### config.mk
export PLATFORM = sky130hd
export DESIGN_NAME = uart_tx_fifo_feeder
export DESIGN_NICKNAME = d
export VERILOG_FILES = /design/src/rtl/uart_pkg.sv /design/src/rtl/sync_fifo.sv /design/src/rtl/uart_tx_fifo_feeder.sv
export SDC_FILE = /design/constraint.sdc
export NUM_CORES = 1
export LEC_CHECK = 0
export ABC_AREA = 1
export BUFFER_PORTS_ARGS = -buffer_cell sky130_fd_sc_hd__buf_2
export CAP_MARGIN = 20
export CORE_MARGIN = 1
export CORE_UTILIZATION = 64
export DETAILED_ROUTE_END_ITERATION = 10
export PLACE_DENSITY = 0.82
export SYNTH_ARGS = -nofsm -noshare
export SYNTH_HDL_FRONTEND = slang
export SYNTH_SLANG_ARGS = --single-unit
### constraint.sdc
create_clock -name clk -period 6.56 [get_ports clk]
set_input_delay 0 -clock clk [delete_from_list [all_inputs] [get_ports clk]]
set_output_delay 0 -clock clk [all_outputs]
set_load 0.01 [all_outputs]
### src/rtl/uart_pkg.sv
// Shared UART definitions: feeder FSM state encodings and the serial byte width.
package uart_pkg;

    localparam int UART_DATA_W = 8;

    typedef enum logic [1:0] {
        FEED_IDLE      = 2'b00,
        FEED_REQ       = 2'b01,
        FEED_WAIT_DONE = 2'b10
    } feed_state_t;

endpackage

### src/rtl/sync_fifo.sv
// Circular FIFO with wrap-around pointers, a separate occupancy counter and full/empty flags.
// The head entry is presented combinationally on rd_data.
module sync_fifo #(
    parameter int DEPTH = 8,
    parameter int WIDTH = 8,
    localparam int AW = $clog2(DEPTH)
) (
    input  logic             clk,
    input  logic             rst_n,
    input  logic             push,
    input  logic             pop,
    input  logic [WIDTH-1:0] wr_data,
    output logic [WIDTH-1:0] rd_data,
    output logic             full,
    output logic             empty,
    output logic [AW:0]      level
);

    localparam logic [AW:0] FULL_LEVEL = (AW + 1)'(DEPTH);

    logic [WIDTH-1:0] mem [DEPTH];
    logic [AW-1:0]    wptr;
    logic [AW-1:0]    rptr;
    logic             push_ok;
    logic             pop_ok;

    // A push into a full FIFO is only accepted when the head leaves in the same cycle.
    assign pop_ok  = pop && !empty;
    assign push_ok = push && (!full || pop_ok);

    always_ff @(posedge clk) begin
        if (push_ok) begin
            mem[wptr] <= wr_data;
        end
    end

    always_ff @(posedge clk or negedge rst_n) begin
        if (!rst_n) begin
            wptr  <= '0;
            rptr  <= '0;
            level <= '0;
        end else begin
            if (push_ok) begin
                wptr <= wptr + AW'(1);
            end
            if (pop_ok) begin
                rptr <= rptr + AW'(1);
            end
            if (push_ok && !pop_ok) begin
                level <= level + (AW + 1)'(1);
            end else if (pop_ok && !push_ok) begin
                level <= level - (AW + 1)'(1);
            end
        end
    end

    assign full    = (level == FULL_LEVEL);
    assign empty   = (level == '0);
    assign rd_data = mem[rptr];

endmodule

### src/rtl/uart_tx_fifo_feeder.sv
// Queues producer bytes and launches them one at a time into the UART transmitter.
// Define UART_TX_FIFO_OVF_EN to add the sticky overflow flag (ovf / ovf_clr).
module uart_tx_fifo_feeder
    import uart_pkg::*;
#(
    parameter int DEPTH = 8,
    localparam int AW = $clog2(DEPTH)
) (
    input  logic                   clk,
    input  logic                   rst_n,
    input  logic                   wr_en,
    input  logic [UART_DATA_W-1:0] wr_data,
    output logic                   full,
    output logic                   empty,
    output logic [AW:0]            level,
    output logic                   tx_start,
    output logic [UART_DATA_W-1:0] tx_data,
    input  logic                   tx_active,
    input  logic                   tx_done,
    output logic                   busy
`ifdef UART_TX_FIFO_OVF_EN
    ,
    output logic                   ovf,
    input  logic                   ovf_clr
`endif
);

    feed_state_t            state;
    feed_state_t            state_nxt;
    logic [UART_DATA_W-1:0] head;
    logic                   pop;

    // Never launch while the transmitter is still busy, e.g. finishing a frame across our reset.
    assign pop = (state == FEED_IDLE) && !empty && !tx_active;

    sync_fifo #(
        .DEPTH (DEPTH),
        .WIDTH (UART_DATA_W)
    ) u_fifo (
        .clk     (clk),
        .rst_n   (rst_n),
        .push    (wr_en),
        .pop     (pop),
        .wr_data (wr_data),
        .rd_data (head),
        .full    (full),
        .empty   (empty),
        .level   (level)
    );

    always_ff @(posedge clk or negedge rst_n) begin
        if (!rst_n) begin
            state <= FEED_IDLE;
        end else begin
            state <= state_nxt;
        end
    end

    always_ff @(posedge clk or negedge rst_n) begin
        if (!rst_n) begin
            tx_data <= '0;
        end else if (pop) begin
            tx_data <= head;
        end
    end

    // tx_start stays high through REQ until the transmitter reports it has latched the byte.
    always_comb begin
        state_nxt = state;
        tx_start  = 1'b0;
        case (state)
            FEED_IDLE: begin
                if (pop) begin
                    state_nxt = FEED_REQ;
                end
            end
            FEED_REQ: begin
                tx_start = 1'b1;
                if (tx_active) begin
                    state_nxt = FEED_WAIT_DONE;
                end
            end
            FEED_WAIT_DONE: begin
                if (tx_done) begin
                    state_nxt = FEED_IDLE;
                end
            end
            default: begin
                state_nxt = FEED_IDLE;
            end
        endcase
    end

    assign busy = (state != FEED_IDLE);

`ifdef UART_TX_FIFO_OVF_EN
    // Set has priority over clear so a drop in the clearing cycle is not lost.
    always_ff @(posedge clk or negedge rst_n) begin
        if (!rst_n) begin
            ovf <= 1'b0;
        end else if (wr_en && full && !pop) begin
            ovf <= 1'b1;
        end else if (ovf_clr) begin
            ovf <= 1'b0;
        end
    end
`endif

endmodule

### Word level (Yosys, flattened, before mapping)

Memory sizes are Yosys's and may differ from the RTL's. A register that Yosys moved wholly into a read port is not among the register bits.
Cells that the tools add are included.

* memories: 1
* input port bits: 13
* output and inout port bits: 16
* memory bits (writable): 64
* memory bits (read-only): 0
* register bits: 12
* logic and storage cells: 42
* latch bits: 0

Memory list
* u_fifo.mem: depth 8, bits a word 8, read ports 1, clocked after memory_dff 1, write ports 1, line sync_fifo.sv:21 `logic [WIDTH-1:0] mem [DEPTH];`

* eq/ne operators: 6
* magnitude comparators: 0
* div/mod/pow operators: 0
* $add $sub $neg: 4
* reduce and logical (&&, ||, !) cells: 18
* muxes and demuxes: 9
* shift-type cells: 0
* bitwise gates (word level): 0
* multiply operators: 0

Operators with widths (count)
* 4-bit 2-to-1 mux: 2
* 3-bit by 1-bit adder with 3-bit output (second input constant): 2
* 1-bit logical AND: 6
* 1-bit zero test: 6
* 2-bit 2-to-1 mux: 3
* 2-bit one-hot mux with 3 select lines: 1
* 4-bit by 1-bit adder with 4-bit output (second input constant): 1
* 4-bit == test (second input constant): 1
* 4-bit zero test: 1
* 2-bit inequality test (second input constant): 2
* 2-bit nonzero test: 2
* 4-bit by 1-bit subtractor with 4-bit output (second input constant): 1
* 1-bit 2-to-1 mux: 3
* 3-bit AND reduction: 1
* 2-bit by 1-bit == test with 1-bit output (second input constant): 1
* 2-bit == test (second input constant): 1
* 2-bit zero test: 1
* 2-bit by 1-bit inequality test with 1-bit output (second input constant): 1
* 1-bit logical OR: 1

### Longest topological paths before layout

* depth after elaboration: 11
* depth in mapped cells: 16
* gate-level depth less buffers: 16

### Modules after synthesis

Synthesis repeated with hierarchy kept, for this count alone.

* cell total of the unflattened synthesis: 338
* area total of the unflattened synthesis: 3575.9 sq um

By module, submodules not included
* sync_fifo: cells an instance 291, times used 1, sequential area each 2172.1 sq um, area an instance 3150.5 sq um
* uart_tx_fifo_feeder: cells an instance 47, times used 1, sequential area each 250.2 sq um, area an instance 425.4 sq um

### Least setup slack after synthesis

OpenSTA, ideal clock, no wires.

* path type: reg-to-reg
* start: register u_fifo.level[0]
* end: register u_fifo.level[3]
* stages on the path, launching flop included: 16
* data required time: 6.444 ns
* path buffers: 0
* path slack: 4.389 ns
* clock period less this slack: 2.171 ns
* arrival time: 2.054 ns
* setup time: 0.116 ns
* cell sequence: dfrtp_1 nor2_4 nand2_2 nor2_4 nand2_4 nand2_8 inv_1 ha_1 inv_1 ha_1 a21oi_1 nand2_1 o21ai_0 nand2_1 nand2_1 nand2_1

* elaborated cells on any way between the ends: 18
* classes of those cells: add/sub: 2; eq/ne: 1; mux: 2; reduce/logical: 13

RTL lines
* start: declaration: line sync_fifo.sv:16 `output logic [AW:0] level`
* start signal: assignment: line sync_fifo.sv:50 `level <= level + (AW + 1)'(1);`
* start signal: assignment: line sync_fifo.sv:52 `level <= level - (AW + 1)'(1);`
* 4-bit == test (*): line sync_fifo.sv:57 `assign full = (level == FULL_LEVEL);`
* via full: line uart_tx_fifo_feeder.sv:13 `output logic full,`
* 1-bit zero test (*): line sync_fifo.sv:29 `assign push_ok = push && (!full || pop_ok);`
* 1-bit logical OR (*): line sync_fifo.sv:29
* 1-bit logical AND (*): line sync_fifo.sv:29
* via u_fifo.push_ok: line sync_fifo.sv:24 `logic push_ok;`
* 1-bit zero test: line sync_fifo.sv:51 `end else if (pop_ok && !push_ok) begin`
* 1-bit logical AND: line sync_fifo.sv:51
* 2-bit nonzero test (no source line)

The timed path passes the listed nets; every way through them passes the cells marked *. The select of a mux whose other input is x is not followed.
A chain may end at the register's enable or synchronous reset.

### Final worst setup path

* start: register u_fifo.level[0]
* end: register u_fifo.level[3]

* cells in the longest elaborated chain, start to end: 10
* elaborated cells on any way between the ends: 18
* classes of those cells: add/sub: 2; eq/ne: 1; mux: 2; reduce/logical: 13

Ends and longest elaborated chain
* 4-bit zero test: line sync_fifo.sv:58 `assign empty = (level == '0);`
* 1-bit zero test: line sync_fifo.sv:28, uart_tx_fifo_feeder.sv:34
* 1-bit logical AND (2 in series): line uart_tx_fifo_feeder.sv:34 `assign pop = (state == FEED_IDLE) && !empty && !tx_active;`
* 1-bit logical AND: line sync_fifo.sv:28 `assign pop_ok = pop && !empty;`
* 1-bit logical OR (*): line sync_fifo.sv:29
* 1-bit logical AND (*): line sync_fifo.sv:29
* via u_fifo.push_ok: line sync_fifo.sv:24
* 1-bit zero test: line sync_fifo.sv:51
* 1-bit logical AND: line sync_fifo.sv:51
* 2-bit nonzero test (no source line)

Marked as above.

==> impl_metrics.csv <==
group,metric,value,unit
status,outcome,"finished clean",
timing,max-slew-margin-rel,0.231,
timing,finalSetupViolCount,0,
clock_tree,clock_latency,360,ps
power_and_ir_drop,power,1.87,mW
clock_tree,cts-root-buf,"clkbuf_8",
power_and_ir_drop,net-switching-power,0.764,mW
place,gp_congestion,0.744,
drt,vias_per_cell,5.45,
worst_setup_path,crit_buf_inv,2,
layout,drive_gt1_frac,0.171,
floorplan,dieArea,6390,um2
global_route,grt.total_usage,0.282,
clock_tree,post-cts-setup-buffers,0,
logic_synthesis,synth.distinct_cells,27,
worst_setup_path,rrSetupSlack,4030,ps
timing,rsz0062_at_grt,"no",
drt,first_iter_violations,300,
place,hpwlAfterDp,4750,um
clock_tree,tritoncts.num_buffers,9,
logic_synthesis,synth_cells,377,
logic_synthesis,synth_warnings,0,
flow_run,cap_violations,0,
floorplan,die_w,79.9,um
worst_setup_path,crit_fanout,13,
drt,wl_per_cell,16.6,um
power_and_ir_drop,p_seq_frac,0.425,
floorplan,io_pins,29,
global_route,use_met1,0.365,
worst_setup_path,path_common_cell,"nand2_1",
floorplan,core_area,5890,um2
worst_setup_path,critPathArrivalTime,2780,ps
place,dpl_worst_slack,4100,ps
clock_tree,clock-sinks,84,
worst_setup_path,crit_family,"simple AND/OR/NAND/NOR gates",
floorplan,start_util,0.660,
clock_tree,cts_max_level,3,
layout,nets,435,
global_route,grt_pass1_wl,12700,um
drt,first_pass_iters,5,
worst_setup_path,crit_required,6810,ps
global_route,grt_use_met2,0.447,
global_route,top_usage_layer,"met2",
worst_setup_path,slowest_delay,470,ps
clock_tree,clkSlewWorstSetupHoldPaths,80,ps
power_and_ir_drop,powerDensity,432,nW/um2
worst_setup_path,slowest_stage,"dfrtp_1",
timing,setup_tns,0,ps
clock_tree,cts_resized,0,
global_route,grtUsageMet3,0.0469,
power_and_ir_drop,swShare,0.408,
logic_synthesis,synthTopCellsByArea,"edfxtp_1 49%, dfrtp_1 13%, nand2_1 11%",
logic_synthesis,ys_ff_latch,84,
floorplan,row_count,28,
timing,slew_violations,0,
logic_synthesis,syn-mean-instance-area,10.3,um2
layout,area_delta_synth_final,11.6,%
power_and_ir_drop,p_leak,1.98,nW
global_route,antenna_found_initial,0,
timing,worst_pin_slew,1150,ps
global_route,grt_overflow,0,
place,dpl-instance-area,4020,um2
logic_synthesis,yosys.area.top_type,"edfxtp_1",
timing,period_share,0.385,
logic_synthesis,yosys.area.top_type_share,0.495,
power_and_ir_drop,p_int,1.11,mW
worst_setup_path,startpoint_type,"flop",
worst_setup_path,criticalPathCategory,"flop to flop",
min_path,hp-class,"input pin to asynchronous set/reset pin",
drt,wl,8210,um
clock_tree,cts.path.max_buffers,2,
power_and_ir_drop,ir_worst_vdd,0.347,mV
layout,stdcell_area,4340,um2
timing,hold_viol_final,0,
timing,fin_skew,7.80,ps
clock_tree,cts_hold_buf,13,
layout,fillers,408,
logic_synthesis,syn_nets,396,
drt,num_vias,2705,
power_and_ir_drop,combPwrFrac,0.380,
timing,layout_min_cycle_time,2530,ps
power_and_ir_drop,power_frac_clock,0.195,
timing,fin_ws,4030,ps
drt,ant_nets,0,
global_route,grt_pass1_vias,2582,
clock_tree,cts_tree,"built",
worst_setup_path,crit_path_end_kind,"flop",
timing,max_freq,396,MHz
place,port_buffers,28,
worst_setup_path,path_cells,"nor2_4 -> nand3_2 -> nand2_4 -> nand2_4 -> nand2_8 -> inv_1 -> ha_1 -> inv_1 -> ha_1 -> a21oi_1 -> nand2_1 -> o21ai_0 -> nand2_1 -> nand2_1 -> nand2_1",
layout,antenna_cells,0,
global_route,grt_max_degree,35,
drt,drc,0,
floorplan,dieHeight,79.9,um
logic_synthesis,syn-cell-area,3890,um2
logic_synthesis,ys_seq_area_frac,0.623,
[path summary, 6_finish.rpt]
check,startpoint,end,cells after the start
setup / recovery,u_fifo.level[0],u_fifo.level[3],15
hold / removal,rst_n,u_fifo.rptr[0],2
setup reg to reg,u_fifo.level[0],u_fifo.level[3],15
hold reg to reg,tx_data[6],tx_data[6],2
max in group asynchronous,rst_n,u_fifo.level[1],2
min in group clk,wr_data[3],u_fifo.mem[0][3],2
[registers in the layout, summed over array words and instances, names as in the netlist]
register	flops
u_fifo.rptr	3
tx_data	8
u_fifo.wptr	3
u_fifo.mem	64
u_fifo.level	4
state	2
[cells in the final DEF, fill, tap and decap left out, types with 3 or more instances in the layout]
cell type      Yosys  final
nand2_1          117    117
edfxtp_1          64     64
inv_1             57     57
nand3_1           48     48
buf_2              5     28
dfrtp_1           20     20
nor2_1            13     13
dlygate4sd3_1      0     13
nand3_2           10     10
clkbuf_8           0      9
nand2_2            5      5
ha_1               5      5
nor2_4             3      3
inv_2              3      3
[synth_stat cells]
cell / n
nand3_4: 1
nor2_4: 3
xor2_1: 2
inv_1: 57
xnor2_1: 2
clkinv_1: 1
nor2_1: 13
buf_6: 2
o21ai_0: 2
nand2_1: 117
a21oi_1: 1
ha_1: 5
nand2_2: 5
nand3_1: 48
dfrtp_1: 20
nand2_4: 2
inv_4: 2
o21ai_2: 1
o31ai_1: 2
buf_4: 6
buf_12: 1
fa_1: 1
nand3_2: 10
inv_2: 3
edfxtp_1: 64
nand2_8: 1
buf_2: 5
[area by class of cell]
cell class              instances  area (um2)  share of cell area
repair buffers                 42         278              0.0640
flip-flops and latches         84        2420               0.558
inverters                      63         241              0.0557
well taps                      75        93.8              0.0216
clock inverters                 6        65.1              0.0150
clock buffers                  10         128              0.0294
multi-input cells             216        1110               0.256
[power by group through the flow]
stage / Sequential [mW] / Combinational (mW) / Clock [mW]
after floorplan: 0.775 / 0.557 / 0
after global placement: 0.798 / 0.663 / 0
after detailed placement: 0.804 / 0.690 / 0
after CTS: 0.794 / 0.707 / 0.365
after global routing: 0.807 / 0.798 / 0.385
final: 0.796 / 0.713 / 0.365
[cell families (layout without fill, tap and decap cells)]
kind of cell,Yosys count,count (layout),synth area share
simple gates,200,200,0.245
flops,84,84,0.623
buf+inv,77,121,0.0911
fa+ha+maj,6,6,0.0212
compound gates,6,6,0.00998
xor+xnor,4,4,0.00902
[layer usage]
metal,routed length (um),part of all wire,up-vias
li1,-,-,1280
met4,271,0.033,0
met1,3390,0.41,1278
met3,404,0.049,24
met2,4150,0.50,123
met5,0,0,-
[per-stage QoR]
step                      utilization  instances  hold WS, ps
final                           0.737        496          129
after floorplan                     -        377         -296
after CTS                       0.737        496          132
after global placement          0.682        467        -21.3
after global routing            0.737        496          174
after detailed placement        0.682        467        -11.9
(Power assumes the default switching activity.)
